===== src/rtl/arc_alu_pkg.sv =====
// Shared definitions for the mARC sequential ALU: opcodes, FSM states,
// operation classes and PSR flag bit positions.
package arc_alu_pkg;

  typedef enum logic [2:0] {
    ALU_AND = 3'b000,
    ALU_OR  = 3'b001,
    ALU_ORN = 3'b010,
    ALU_ADD = 3'b011,
    ALU_SRL = 3'b100,
    ALU_SLL = 3'b101,
    ALU_SRA = 3'b110,
    ALU_SUB = 3'b111
  } alu_op_e;

  typedef enum logic [1:0] {
    ST_IDLE,
    ST_SHIFT,
    ST_DONE
  } alu_state_e;

  typedef enum logic [1:0] {
    CLS_LOGIC,
    CLS_ARITH,
    CLS_SHIFT
  } op_class_e;

  localparam int unsigned FLAG_V = 3;
  localparam int unsigned FLAG_C = 2;
  localparam int unsigned FLAG_Z = 1;
  localparam int unsigned FLAG_N = 0;

  function automatic logic is_shift(input alu_op_e op);
    return (op == ALU_SRL) || (op == ALU_SLL) || (op == ALU_SRA);
  endfunction

endpackage


===== src/rtl/arc_seq_alu_if.sv =====
// Control-unit <-> ALU handshake and data bus.
interface arc_seq_alu_if #(
  parameter int unsigned WIDTH = 32
);
  logic             start;
  logic [2:0]       op;
  logic             set_cc;
  logic [WIDTH-1:0] a;
  logic [WIDTH-1:0] b;
  logic             busy;
  logic             done;
  logic [WIDTH-1:0] result;
  logic [3:0]       flags;
  logic             flags_we;

  modport master (
    output start, op, set_cc, a, b,
    input  busy, done, result, flags, flags_we
  );

  modport slave (
    input  start, op, set_cc, a, b,
    output busy, done, result, flags, flags_we
  );
endinterface


===== src/rtl/alu_flag_gen.sv =====
// Combinational {V,C,Z,N} generator for the sequential ALU.
module alu_flag_gen
  import arc_alu_pkg::*;
#(
  parameter int unsigned WIDTH = 32
) (
  input  logic [WIDTH-1:0] result,
  input  logic             carry,
  input  logic             overflow,
  input  op_class_e        op_class,
  output logic [3:0]       flags
);

  always_comb begin
    flags         = '0;
    flags[FLAG_N] = result[WIDTH-1];
    flags[FLAG_Z] = (result == '0);
    case (op_class)
      CLS_ARITH: begin
        flags[FLAG_V] = overflow;
        flags[FLAG_C] = carry;
      end
      CLS_SHIFT: flags[FLAG_C] = carry;
      default:   ;
    endcase
  end

endmodule


===== src/rtl/arc_seq_alu.sv =====
// Multi-cycle ALU with iterative 1-bit-per-cycle shifter and PSR flag strobe.
// Optional feature macro: ALU_SUBCC_EN (op 111 is SUB; otherwise a NOP).
module arc_seq_alu
  import arc_alu_pkg::*;
#(
  parameter int unsigned WIDTH   = 32,
  parameter int unsigned SHAMT_W = 5
) (
  input logic          clk,
  input logic          reset,
  arc_seq_alu_if.slave bus
);

  alu_state_e       state;
  alu_op_e          op_q;
  logic             cc_q;
  logic [WIDTH-1:0] sr;
  logic [SHAMT_W-1:0] cnt;

  logic             busy_q, done_q, flags_we_q;
  logic [WIDTH-1:0] result_q;
  logic [3:0]       flags_q;

  alu_op_e          op_in;
  logic             cc_in;
  logic [SHAMT_W-1:0] shamt;
  logic [WIDTH:0]   sum;
  logic [WIDTH-1:0] sr_next;
  logic [WIDTH-1:0] fin_result;
  logic             fin_carry, fin_ovf;
  op_class_e        fin_cls;
  logic [3:0]       fin_flags;

  assign op_in = alu_op_e'(bus.op);
  assign shamt = bus.b[SHAMT_W-1:0];

`ifdef ALU_SUBCC_EN
  assign cc_in = bus.set_cc;
`else
  assign cc_in = bus.set_cc && (op_in != ALU_SUB);
`endif

  // fin_* describes whatever completes on this edge: the last shift step
  // while in SHIFT, otherwise the single-cycle op presented in IDLE.
  always_comb begin
    sum        = '0;
    sr_next    = sr;
    fin_result = '0;
    fin_carry  = 1'b0;
    fin_ovf    = 1'b0;
    fin_cls    = CLS_LOGIC;
    if (state == ST_SHIFT) begin
      fin_cls = CLS_SHIFT;
      case (op_q)
        ALU_SLL: begin
          sr_next   = {sr[WIDTH-2:0], 1'b0};
          fin_carry = sr[WIDTH-1];
        end
        ALU_SRA: begin
          sr_next   = {sr[WIDTH-1], sr[WIDTH-1:1]};
          fin_carry = sr[0];
        end
        default: begin
          sr_next   = {1'b0, sr[WIDTH-1:1]};
          fin_carry = sr[0];
        end
      endcase
      fin_result = sr_next;
    end else begin
      case (op_in)
        ALU_AND: fin_result = bus.a & bus.b;
        ALU_OR:  fin_result = bus.a | bus.b;
        ALU_ORN: fin_result = bus.a | ~bus.b;
        ALU_ADD: begin
          sum        = {1'b0, bus.a} + {1'b0, bus.b};
          fin_result = sum[WIDTH-1:0];
          fin_carry  = sum[WIDTH];
          fin_ovf    = (bus.a[WIDTH-1] == bus.b[WIDTH-1]) &&
                       (sum[WIDTH-1] != bus.a[WIDTH-1]);
          fin_cls    = CLS_ARITH;
        end
`ifdef ALU_SUBCC_EN
        ALU_SUB: begin
          sum        = {1'b0, bus.a} + {1'b0, ~bus.b} + (WIDTH+1)'(1);
          fin_result = sum[WIDTH-1:0];
          fin_carry  = ~sum[WIDTH];
          fin_ovf    = (bus.a[WIDTH-1] != bus.b[WIDTH-1]) &&
                       (sum[WIDTH-1] != bus.a[WIDTH-1]);
          fin_cls    = CLS_ARITH;
        end
`else
        ALU_SUB: fin_result = bus.a;
`endif
        default: begin
          // zero-amount shift: pass-through, no bit shifted out
          fin_result = bus.a;
          fin_cls    = CLS_SHIFT;
        end
      endcase
    end
  end

  alu_flag_gen #(.WIDTH(WIDTH)) u_flag_gen (
    .result   (fin_result),
    .carry    (fin_carry),
    .overflow (fin_ovf),
    .op_class (fin_cls),
    .flags    (fin_flags)
  );

  always_ff @(posedge clk) begin
    if (reset) begin
      state      <= ST_IDLE;
      op_q       <= ALU_AND;
      cc_q       <= 1'b0;
      sr         <= '0;
      cnt        <= '0;
      busy_q     <= 1'b0;
      done_q     <= 1'b0;
      flags_we_q <= 1'b0;
      result_q   <= '0;
      flags_q    <= '0;
    end else begin
      done_q     <= 1'b0;
      flags_we_q <= 1'b0;
      case (state)
        ST_IDLE: begin
          if (bus.start) begin
            op_q <= op_in;
            cc_q <= cc_in;
            if (is_shift(op_in) && (shamt != '0)) begin
              sr     <= bus.a;
              cnt    <= shamt;
              busy_q <= 1'b1;
              state  <= ST_SHIFT;
            end else begin
              result_q   <= fin_result;
              done_q     <= 1'b1;
              busy_q     <= 1'b1;
              flags_we_q <= cc_in;
              if (cc_in) flags_q <= fin_flags;
              state <= ST_DONE;
            end
          end
        end
        ST_SHIFT: begin
          sr  <= sr_next;
          cnt <= cnt - 1'b1;
          if (cnt == SHAMT_W'(1)) begin
            result_q   <= fin_result;
            done_q     <= 1'b1;
            flags_we_q <= cc_q;
            if (cc_q) flags_q <= fin_flags;
            state <= ST_DONE;
          end
        end
        ST_DONE: begin
          busy_q <= 1'b0;
          state  <= ST_IDLE;
        end
        default: begin
          busy_q <= 1'b0;
          state  <= ST_IDLE;
        end
      endcase
    end
  end

  assign bus.busy     = busy_q;
  assign bus.done     = done_q;
  assign bus.result   = result_q;
  assign bus.flags    = flags_q;
  assign bus.flags_we = flags_we_q;

endmodule

===== src/flat_wrapper.sv =====
// flat-port wrapper written by rule: the top's interface ports become plain ports
module arc_seq_alu_flat import arc_alu_pkg::*;
#(
  parameter int unsigned WIDTH   = 32,
  parameter int unsigned SHAMT_W = 5
)
  (clk, reset, bus_start, bus_op, bus_set_cc, bus_a, bus_b, bus_busy, bus_done, bus_result, bus_flags, bus_flags_we);
  arc_seq_alu_if #(.WIDTH(WIDTH)) bus_i ();
  input logic clk;
  input logic reset;
  input wire logic [$bits(bus_i.start)-1:0] bus_start;
  input wire logic [$bits(bus_i.op)-1:0] bus_op;
  input wire logic [$bits(bus_i.set_cc)-1:0] bus_set_cc;
  input wire logic [$bits(bus_i.a)-1:0] bus_a;
  input wire logic [$bits(bus_i.b)-1:0] bus_b;
  output wire logic [$bits(bus_i.busy)-1:0] bus_busy;
  output wire logic [$bits(bus_i.done)-1:0] bus_done;
  output wire logic [$bits(bus_i.result)-1:0] bus_result;
  output wire logic [$bits(bus_i.flags)-1:0] bus_flags;
  output wire logic [$bits(bus_i.flags_we)-1:0] bus_flags_we;
  assign bus_i.start = bus_start;
  assign bus_i.op = bus_op;
  assign bus_i.set_cc = bus_set_cc;
  assign bus_i.a = bus_a;
  assign bus_i.b = bus_b;
  assign bus_busy = bus_i.busy;
  assign bus_done = bus_i.done;
  assign bus_result = bus_i.result;
  assign bus_flags = bus_i.flags;
  assign bus_flags_we = bus_i.flags_we;
  arc_seq_alu #(.WIDTH(WIDTH), .SHAMT_W(SHAMT_W)) u_core (.clk(clk), .reset(reset), .bus(bus_i));
endmodule

===== config.mk =====
export PLATFORM = sky130hd
export DESIGN_NAME = arc_seq_alu_flat
export DESIGN_NICKNAME = d
export VERILOG_FILES = /design/src/rtl/arc_alu_pkg.sv /design/src/rtl/arc_seq_alu_if.sv /design/src/rtl/alu_flag_gen.sv /design/src/rtl/arc_seq_alu.sv /design/src/flat_wrapper.sv
export SDC_FILE = /design/constraint.sdc
export NUM_CORES = 1
export LEC_CHECK = 0
export ABC_AREA = 1
export BUFFER_PORTS_ARGS = -buffer_cell sky130_fd_sc_hd__buf_2
export CELL_PAD_IN_SITES_DETAIL_PLACEMENT = 0
export CELL_PAD_IN_SITES_GLOBAL_PLACEMENT = 1
export CORE_MARGIN = 5
export CORE_UTILIZATION = 35
export CTS_CLUSTER_SIZE = 16
export DETAILED_ROUTE_END_ITERATION = 16
export GPL_ROUTABILITY_DRIVEN = 0
export PLACE_DENSITY = 0.75
export SLEW_MARGIN = 20
export SYNTH_ARGS = -nofsm -noshare
export SYNTH_HDL_FRONTEND = slang
export SYNTH_SLANG_ARGS = --single-unit

===== constraint.sdc =====
create_clock -name clk -period 2.59 [get_ports clk]
set_input_delay 0.3885 -clock clk [delete_from_list [all_inputs] [get_ports clk]]
set_output_delay 0.3885 -clock clk [all_outputs]
set_load 0.01 [all_outputs]

Yosys cells after proc, flatten, opt, wreduce, memory -nomap -nowiden
Index checks and enable logic that the tools add are counted.
W data, S select, Z words.
- bits in registers: 82
- input port bits: 71
- logic and storage cells: 99
- add/subtract/negate cells: 2
- equal/unequal tests: 22
- muxes and demuxes: 42
- bitwise logic cells: 5
- reduce and logical (&&, ||, !) cells: 18
- operators by type and width (kind ; number):
    $mux W32 ; 6
    $pmux W32 S2 ; 3
    $pmux W32 S4 ; 1
    $or A32 B32 Y32 ; 2
    $add A32 B32 Y33 ; 1
    $and A32 B32 Y32 ; 1
    $logic_not A32 Y1 ; 1
    $not A32 Y32 ; 1
    $mux W4 ; 5
    $eq A3 B3 Y1 const B ; 6
    $mux W1 ; 14
    $mux W5 ; 2
    $pmux W5 S2 ; 1
    $mux W2 ; 4
    $pmux W2 S2 ; 2
    $pmux W4 S2 ; 1
    $eq A3 B2 Y1 const B ; 2
    $ne A2 B1 Y1 const B ; 3
    $ne A2 B2 Y1 const B ; 3
    $pmux W1 S2 ; 3
    $reduce_and A2 Y1 ; 3
    $reduce_and A6 Y1 ; 1
    $eq A5 B1 Y1 const B ; 1
    $reduce_bool A5 Y1 ; 1
    other kinds (17) ; 21

Longest topological paths before layout
Gate-level depths: netlist (run 1).
- word-level depth: 11
- depth in mapped cells: 22
- gate-level depth less buffers: 22

Modules after synthesis
Synthesis (run 1) repeated with hierarchy kept, for this count alone.
- cell total of the unflattened synthesis: 1436
- area, all modules: 7960.1 µm²
- modules (own cells, without submodules) (module ; times used ; cells an instance ; area an instance (µm²)):
    arc_seq_alu ; 1 ; 1398 ; 7805.0
    alu_flag_gen ; 1 ; 38 ; 155.1

Worst setup path after synthesis (run 1)
Ideal clock, no wire load.
- path kind: input port to flip-flop
- start point: input port bus_b[0]
- end point: register u_core.flags_q[1] (netlist: u_core.bus.flags[1])
- data arrival time: 2.259 ns
- required time: 2.519 ns
- path slack: 0.260 ns
- stages: 20
- path buffers: 0
- cells stage by stage: ha_1 inv_1 fa_1 inv_1 nand2_1 nand2_1 nand3_1 nand2_1 nand2_1 nand2_1 nand3_1 nand2_1 nand2_1 nand3_1 nand2_1 nor2_1 nand2_1 nor2_1 nand4_1 a21oi_1
- word-level cells in the longest chain between the ends: 9
- RTL lines (what ; RTL line ; RTL):
    start, declared ; flat_wrapper.sv:15 ; input wire logic [$bits(bus_i.b)-1:0] bus_b;
    parallel branches: the longest is 9 deep, another holds $add A32 B32 Y33 ; n/a ;
    end signal, assigned ; arc_seq_alu.sv:141 ; if (cc_in) flags_q <= fin_flags;
    end signal, assigned ; arc_seq_alu.sv:153 ; if (cc_q) flags_q <= fin_flags;
    end, declared ; arc_seq_alu.sv:22 ; logic [3:0] flags_q;
Parallel ways; which one is timed is not known. The select of a mux whose other input is x is not followed.
A chain may end at the register's enable or synchronous reset.

Worst setup path in the final report (run 1)
- start point: input port bus_a[14]
- end point: register u_core.flags_q[1] (netlist: u_core.bus.flags[1])
- word-level cells in the longest chain between the ends: 8
- RTL lines (what ; RTL line ; RTL):
    start, declared ; flat_wrapper.sv:14 ; input wire logic [$bits(bus_i.a)-1:0] bus_a;
    $add A32 B32 Y33 (tied with other cells) ; arc_seq_alu.sv:75 ; sum = {1'b0, bus.a} + {1'b0, bus.b};
    $pmux W32 S4 * ; arc_seq_alu.sv:70 ; case (op_in)
    $mux W32 * ; arc_seq_alu.sv:52 ; if (state == ST_SHIFT) begin
    $logic_not A32 Y1 * ; alu_flag_gen.sv:17 ; flags[FLAG_Z] = (result == '0);
    $mux W4 ; arc_seq_alu.sv:141 ;
    $mux W4 ; arc_seq_alu.sv:131 ; if (is_shift(op_in) && (shamt != '0)) begin
    $mux W4 ; arc_seq_alu.sv:128 ; if (bus.start) begin
    $pmux W4 S2 * ; arc_seq_alu.sv:126 ; case (state)
Mark *: on every way between the ends. The rest lies on a longest branch, timed or not. The select of a mux whose other input is x is not followed.

==> flow_summary.ini, run 1 <==
[floorplanning]
die_w_um = 158
die_h_um = 158
start_util_pct = 35.2
dieArea_sq_um = 24900
coreArea_sq_um = 21700
ioPinCount = 110
row_count = 54

[cts]
clk_latency_ns = 0.35
hold_buffers = 0
ctsLongestPathBuffers = 2
cts_sinks = 82
cts-root-buf = clkbuf_16
path_clk_slew_ns = 0.07
htree_levels = 3
tritoncts = built
cts_setup_buffers = 0
cts_buffers = 9

[global_routing]
track_usage_pct = 24.8
grt_pass1_vias = 8939
grt_pass1_wl_um = 48200
antenna_found_initial = 0
grt_overflow = 0
grt_max_degree = 63

[detailed_routing]
drc_errors = 0
avgRoutedWirePerCell_um = 16.9
via_per_inst = 5.14
ant_nets = 0
drt-initial-drc-count = 681
vias = 9416
wl_um = 30900
first_pass_iters = 5

[timing]
max_slew_margin_pct = 54.0
fin_crit_ns = 2.34
tightest_slew_ns = 0.683
fin_crit_sh_pct = 90.5
final-setup-viol-count = 0
final-max-slew-violation-count = 0
skew_ns = 0.00962
finalHoldViolCount = 0
layout_setup_ws_ns = 0.247
whs_ns = 0.325
fmax_ghz = 0.427

[layout]
area_delta_synth_final_pct = 25.9
mostFrequentLayoutCells = 339 x nand2_1, 207 x inv_1, 140 x nor2_1
final_net_count = 1655
drive_gt1_share_pct = 18.4
instances_no_fill = 1833
fillers = 2428
final_common_cell = nand2_1
num_antenna_cells = 0

[synthesis]
ys_ff_latch = 82
synth.cell_area_sq_um = 7640
ys_types = 38
async_reset_ff_share_pct = 0
postSynth.topFlopCell = dfxtp_1
yosys_warnings = 0
seq_area_frac_synth_pct = 21.5
synth.avg_cell_area_sq_um = 5.66
synth_cells = 1351
synthDominantCellAreaShare_pct = 21.5
syn_nets = 1457
synthTopCellsByArea = dfxtp_1 21%, nand2_1 17%, inv_1 10%
synth_edf_count = 0
synth_top_area_cell = dfxtp_1

[setup_path]
path_delay_family = simple AND/OR/NAND/NOR gates
cp_max_fo = 4
cp-start-kind = input port
crit_buf_inv = 3
path_common_cell = nand2_1
crit_path_end_kind = register
critPathKind = input port to register
max_stage_delay_ns = 0.37
rrSetupSlack_ns = 0.38
crit_arrival_ns = 2.62
crit_slowest_cell = ha_1
crit_required_ns = 2.87
worstPathCellList = buf_2 > ha_1 > nand2_1 > buf_4 > nor2_1 > inv_1 > nor3_1 > nand3b_1 > nand2_1 > nand2_1 > nand3_1 > nand2_1 > nor2_2 > nand2_1 > nor2_1 > nand4_1 > a21oi_1

[pwr]
peakVddDrop_v = 0.000272
p_leak_nw = 5.11
p_total_mw = 4.64
power_density_nw_per_um2 = 482

[min_path]
hold_class = input port to register

[run]
drv_cap = 0

[placement]
io_buffers = 109
pre_cts_ws_ns = -0.147
dpl.hpwl_um = 24400
dpl.cell_count = 1818

[status]
status = complete, no violations
registers in the layout (all words and copies together) (netlist names):
name / cells
u_core.bus.busy: 1
u_core.bus.done: 1
u_core.bus.flags: 4
u_core.bus.flags_we: 1
u_core.bus.result: 32
u_core.cc_q: 1
u_core.cnt: 5
u_core.op_q: 3
u_core.sr: 32
u_core.state: 2
per-stage QoR:
stage / TNS, ns / utilization, % / instance area, sq um
CTS: 0 / 44.3 / 9610
global route: -0.0118 / 44.4 / 9620
floorplan: 0 / - / 7640
detailed placement: -0.396 / 43.0 / 9330
global placement: -0.176 / 43.0 / 9330
finish: 0 / 44.4 / 9620
synth_stat cells (2+ instances only):
library cell,count
a211oi_1,22
nand4_1,4
o21ai_0,130
o21ai_1,15
or2_2,6
xor2_1,3
and2_1,2
dfxtp_1,82
a21oi_1,122
inv_2,7
nand2_2,2
nand2_4,2
nor2_4,2
o22ai_1,7
nand3_1,89
clkbuf_1,32
nand3b_1,10
buf_6,3
buf_2,13
a31oi_1,16
o21bai_1,10
buf_1,3
nor3_1,13
inv_1,207
o211ai_1,19
nand2_1,343
nor2_1,141
ha_1,34
buf_4,3
area by class of cell:
type,count,area (sq um),share of cell area [%]
multi-input cells,1000,4960,51.5
flip-flops and latches,82,1640,17.1
repair buffers,241,1590,16.5
inverters,215,807,8.39
well taps,280,350,3.64
clock buffers,10,239,2.48
clock inverters,5,38.8,0.403
power by group:
group	total, mW	switching (mW)	internal [mW]
Clock	1.28	0.605	0.678
Sequential	1.49	0.0818	1.41
Combinational	1.87	1.14	0.725
worst reg2reg max path: stages, from the launching register on:
cell     delay [ns]
dfxtp_1        0.30
inv_1          0.09
nand3_1        0.14
buf_4          0.25
nor2_1         0.13
nor3_1         0.07
a21oi_1        0.28
nand3_1        0.12
nor2_1         0.16
nand2_1        0.08
nor2_1         0.11
nand3_1        0.09
nor2_1         0.12
nand4_1        0.10
a21oi_1        0.12
what timing repair did:
| action | in CTS | in global routing |
|---|---|---|
| endpoints found under the hold margin | 0 | 0 |
| resized for setup | 0 | 6 |
| setup endpoints to repair | 0 | 1 |
path summary, 6_finish.rpt:
check / from / end / depth (start not counted)
max: bus_a[14] / u_core.bus.flags[1] / 17
min: bus_a[16] / u_core.sr[16] / 3
max reg2reg: u_core.op_q[1] / u_core.bus.flags[1] / 14
min reg2reg: u_core.bus.busy / u_core.bus.busy / 2
kinds of logic (layout without fill, tap and decap cells):
| kind of cell | count (synthesis) | after routing | share of synthesized area (%) |
|---|---|---|---|
| and+or+nand+nor | 617 | 617 | 33.6 |
| DFF | 82 | 82 | 21.5 |
| buffers and inverters | 269 | 471 | 13.9 |
| xor gates and xnor gates | 4 | 4 | 0.458 |
| AOI/OAI and AO/OA | 344 | 344 | 24.7 |
| adders and majority gates | 35 | 35 | 5.83 |
per-layer routing:
metal | part of all wire (%) | global-route usage (%) | vias up
li1 | - | - | 4779
met1 | 44 | 32.2 | 4286
met2 | 47 | 42.1 | 290
met3 | 6.0 | 3.96 | 61
met4 | 3.3 | 8.28 | 0
met5 | 0 | 0 | -
(Power assumes the default switching activity.)
==> run 2: changes to the inputs <==
Settings changed: CORE_ASPECT_RATIO set to 1.25, CORE_UTILIZATION 35 to 40, PLACE_DENSITY 0.75 to 0.84.
==> flow_summary.ini, run 2 (synthesized netlist as in run 1, its figures left out) <==
[cts]
ctsLongestPathBuffers = 2
cts_buffers = 9
path_clk_slew_ns = 0.06
htree_levels = 3
tritoncts = built
cts_setup_buffers = 0
clk_latency_ns = 0.34
cts-root-buf = clkbuf_16
cts_sinks = 82

[setup_path]
crit_required_ns = 2.86
rrSetupSlack_ns = 0.33
endpoint = u_core.bus.flags[1]
cp-start-kind = input port
crit_arrival_ns = 2.66
cp_max_fo = 4
r2r_end = u_core.bus.flags[1]
crit_path_end_kind = register
critPathKind = input port to register
rr_startpoint = u_core.op_q[1]
crit_start = bus_b[22]
r2r_cells = 13

[layout]
area_delta_synth_final_pct = 26.2
final_net_count = 1658
final_common_cell = nand2_1
seq_area_sq_um = 1640
drive_gt1_share_pct = 18.4
num_antenna_cells = 0
fillers = 2087
mostFrequentLayoutCells = 339 x nand2_1, 207 x inv_1, 141 x nor2_1
multiInputGateArea_sq_um = 4950

[floorplanning]
start_util_pct = 40.7
dieArea_sq_um = 22000
row_count = 56
ioPinCount = 110
die_h_um = 165
coreArea_sq_um = 18800
die_w_um = 134

[detailed_routing]
first_pass_iters = 5
drc_errors = 0
via_per_inst = 5.31
ant_nets = 0
drt-initial-drc-count = 809
wl_um = 30000
avgRoutedWirePerCell_um = 16.8
vias = 9501

[timing]
fmax_ghz = 0.419
rsz0062_at_grt = no
tns_ns = 0
fin_crit_sh_pct = 92.1
tightest_slew_ns = 0.582
finalHoldViolCount = 0
final-max-slew-violation-count = 0
final-setup-viol-count = 0
skew_ns = 0.00705
layout_setup_ws_ns = 0.206
max_slew_margin_pct = 61.1
fin_crit_ns = 2.38

[placement]
dpl.hpwl_um = 24100
io_buffers = 109
pre_cts_ws_ns = -0.199

[run]
drv_cap = 0

[pwr]
combPwrFrac_pct = 38.5
seqPwrFrac_pct = 30.5
swShare_pct = 35.6
p_sw_mw = 1.73
pwr-share-clk_pct = 30.9
power_density_nw_per_um2 = 504
peakVddDrop_v = 0.000315
power.internal_mw = 3.13
p_leak_nw = 5.16

[global_routing]
grt_overflow = 0
antenna_found_initial = 0
grt_max_degree = 82
grt_pass1_vias = 8788
grt_pass1_wl_um = 46500
track_usage_pct = 26.8

[status]
status = complete, no violations

[min_path]
hold_class = input port to register
[run 2: cell types whose count changed in the layout (fill, tap and decap cells not counted), sizes merged]
cell and delta:
buf +3, bufinv +3, clkbuf +2, clkinv -3, inv -1
[run 2: worst min path at each step]
stage | start | end | slack [ns] | cells after the start
3_5_place_dp | u_core.sr[9] | u_core.sr[9] | 0.47 | 2
5_1_grt | bus_a[27] | u_core.sr[27] | 0.37 | 3
6_report | bus_a[24] | u_core.sr[24] | 0.36 | 3
2_1_floorplan | u_core.sr[10] | u_core.sr[10] | 0.44 | 2
4_1_cts | bus_a[24] | u_core.sr[24] | 0.35 | 3
3_3_place_gp | u_core.sr[9] | u_core.sr[9] | 0.46 | 2
[run 2: layout make-up]
cell class / count / area share (%)
multi-input combinational: 1000 / 51.4
sequential: 82 / 17.0
timing repair buffer: 244 / 16.6
inverter: 215 / 8.37
tap: 232 / 3.01
clock buffer: 12 / 2.66
clock inverter: 4 / 1.01
[run 2: critical path, cell delays in order]
cell     delay [ns]
buf_2          0.11
ha_1           0.37
nand2_1        0.14
inv_1          0.05
a21oi_1        0.21
nand2_1        0.10
a21oi_1        0.31
nand2_1        0.14
nand2_1        0.08
nand3_1        0.12
nor2_1         0.16
nand4_1        0.10
nor2_1         0.14
nand4_1        0.11
a21oi_1        0.13
[run 2: layer usage]
| layer | track usage [%] | wire length (um) |
|---|---|---|
| met5 | 0 | 0 |
| met4 | 11.6 | 1230 |
| met3 | 2.89 | 2140 |
| met2 | 43.7 | 13600 |
| met1 | 36.0 | 13100 |
[run 2: metrics by stage]
step | hold WS, ns | area (sq um) | instances | utilization, % | total power, mW
floorplan | 0.441 | 7640 | 1351 | - | 2.55
finish | 0.357 | 9640 | 1789 | 51.4 | 4.86
CTS | 0.349 | 9630 | 1789 | 51.3 | 4.85
global route | 0.373 | 9640 | 1789 | 51.4 | 5.14
global placement | 0.460 | 9280 | 1773 | 49.4 | 3.32
detailed placement | 0.465 | 9280 | 1773 | 49.4 | 3.34
[run 2: repair_timing]
| item | CTS | global route |
|---|---|---|
| setup endpoints to repair | 0 | 4 |
| hold buffers | 0 | 0 |
| gates resized for setup | 0 | 4 |
[run 2: power groups by stage]
stage,registers [mW],logic (mW),clock network (mW)
after floorplan,1.53,1.02,0
after global placement,1.51,1.82,0
after detailed placement,1.51,1.84,0
after CTS,1.48,1.84,1.52
after global routing,1.50,2.07,1.57
final,1.48,1.87,1.50
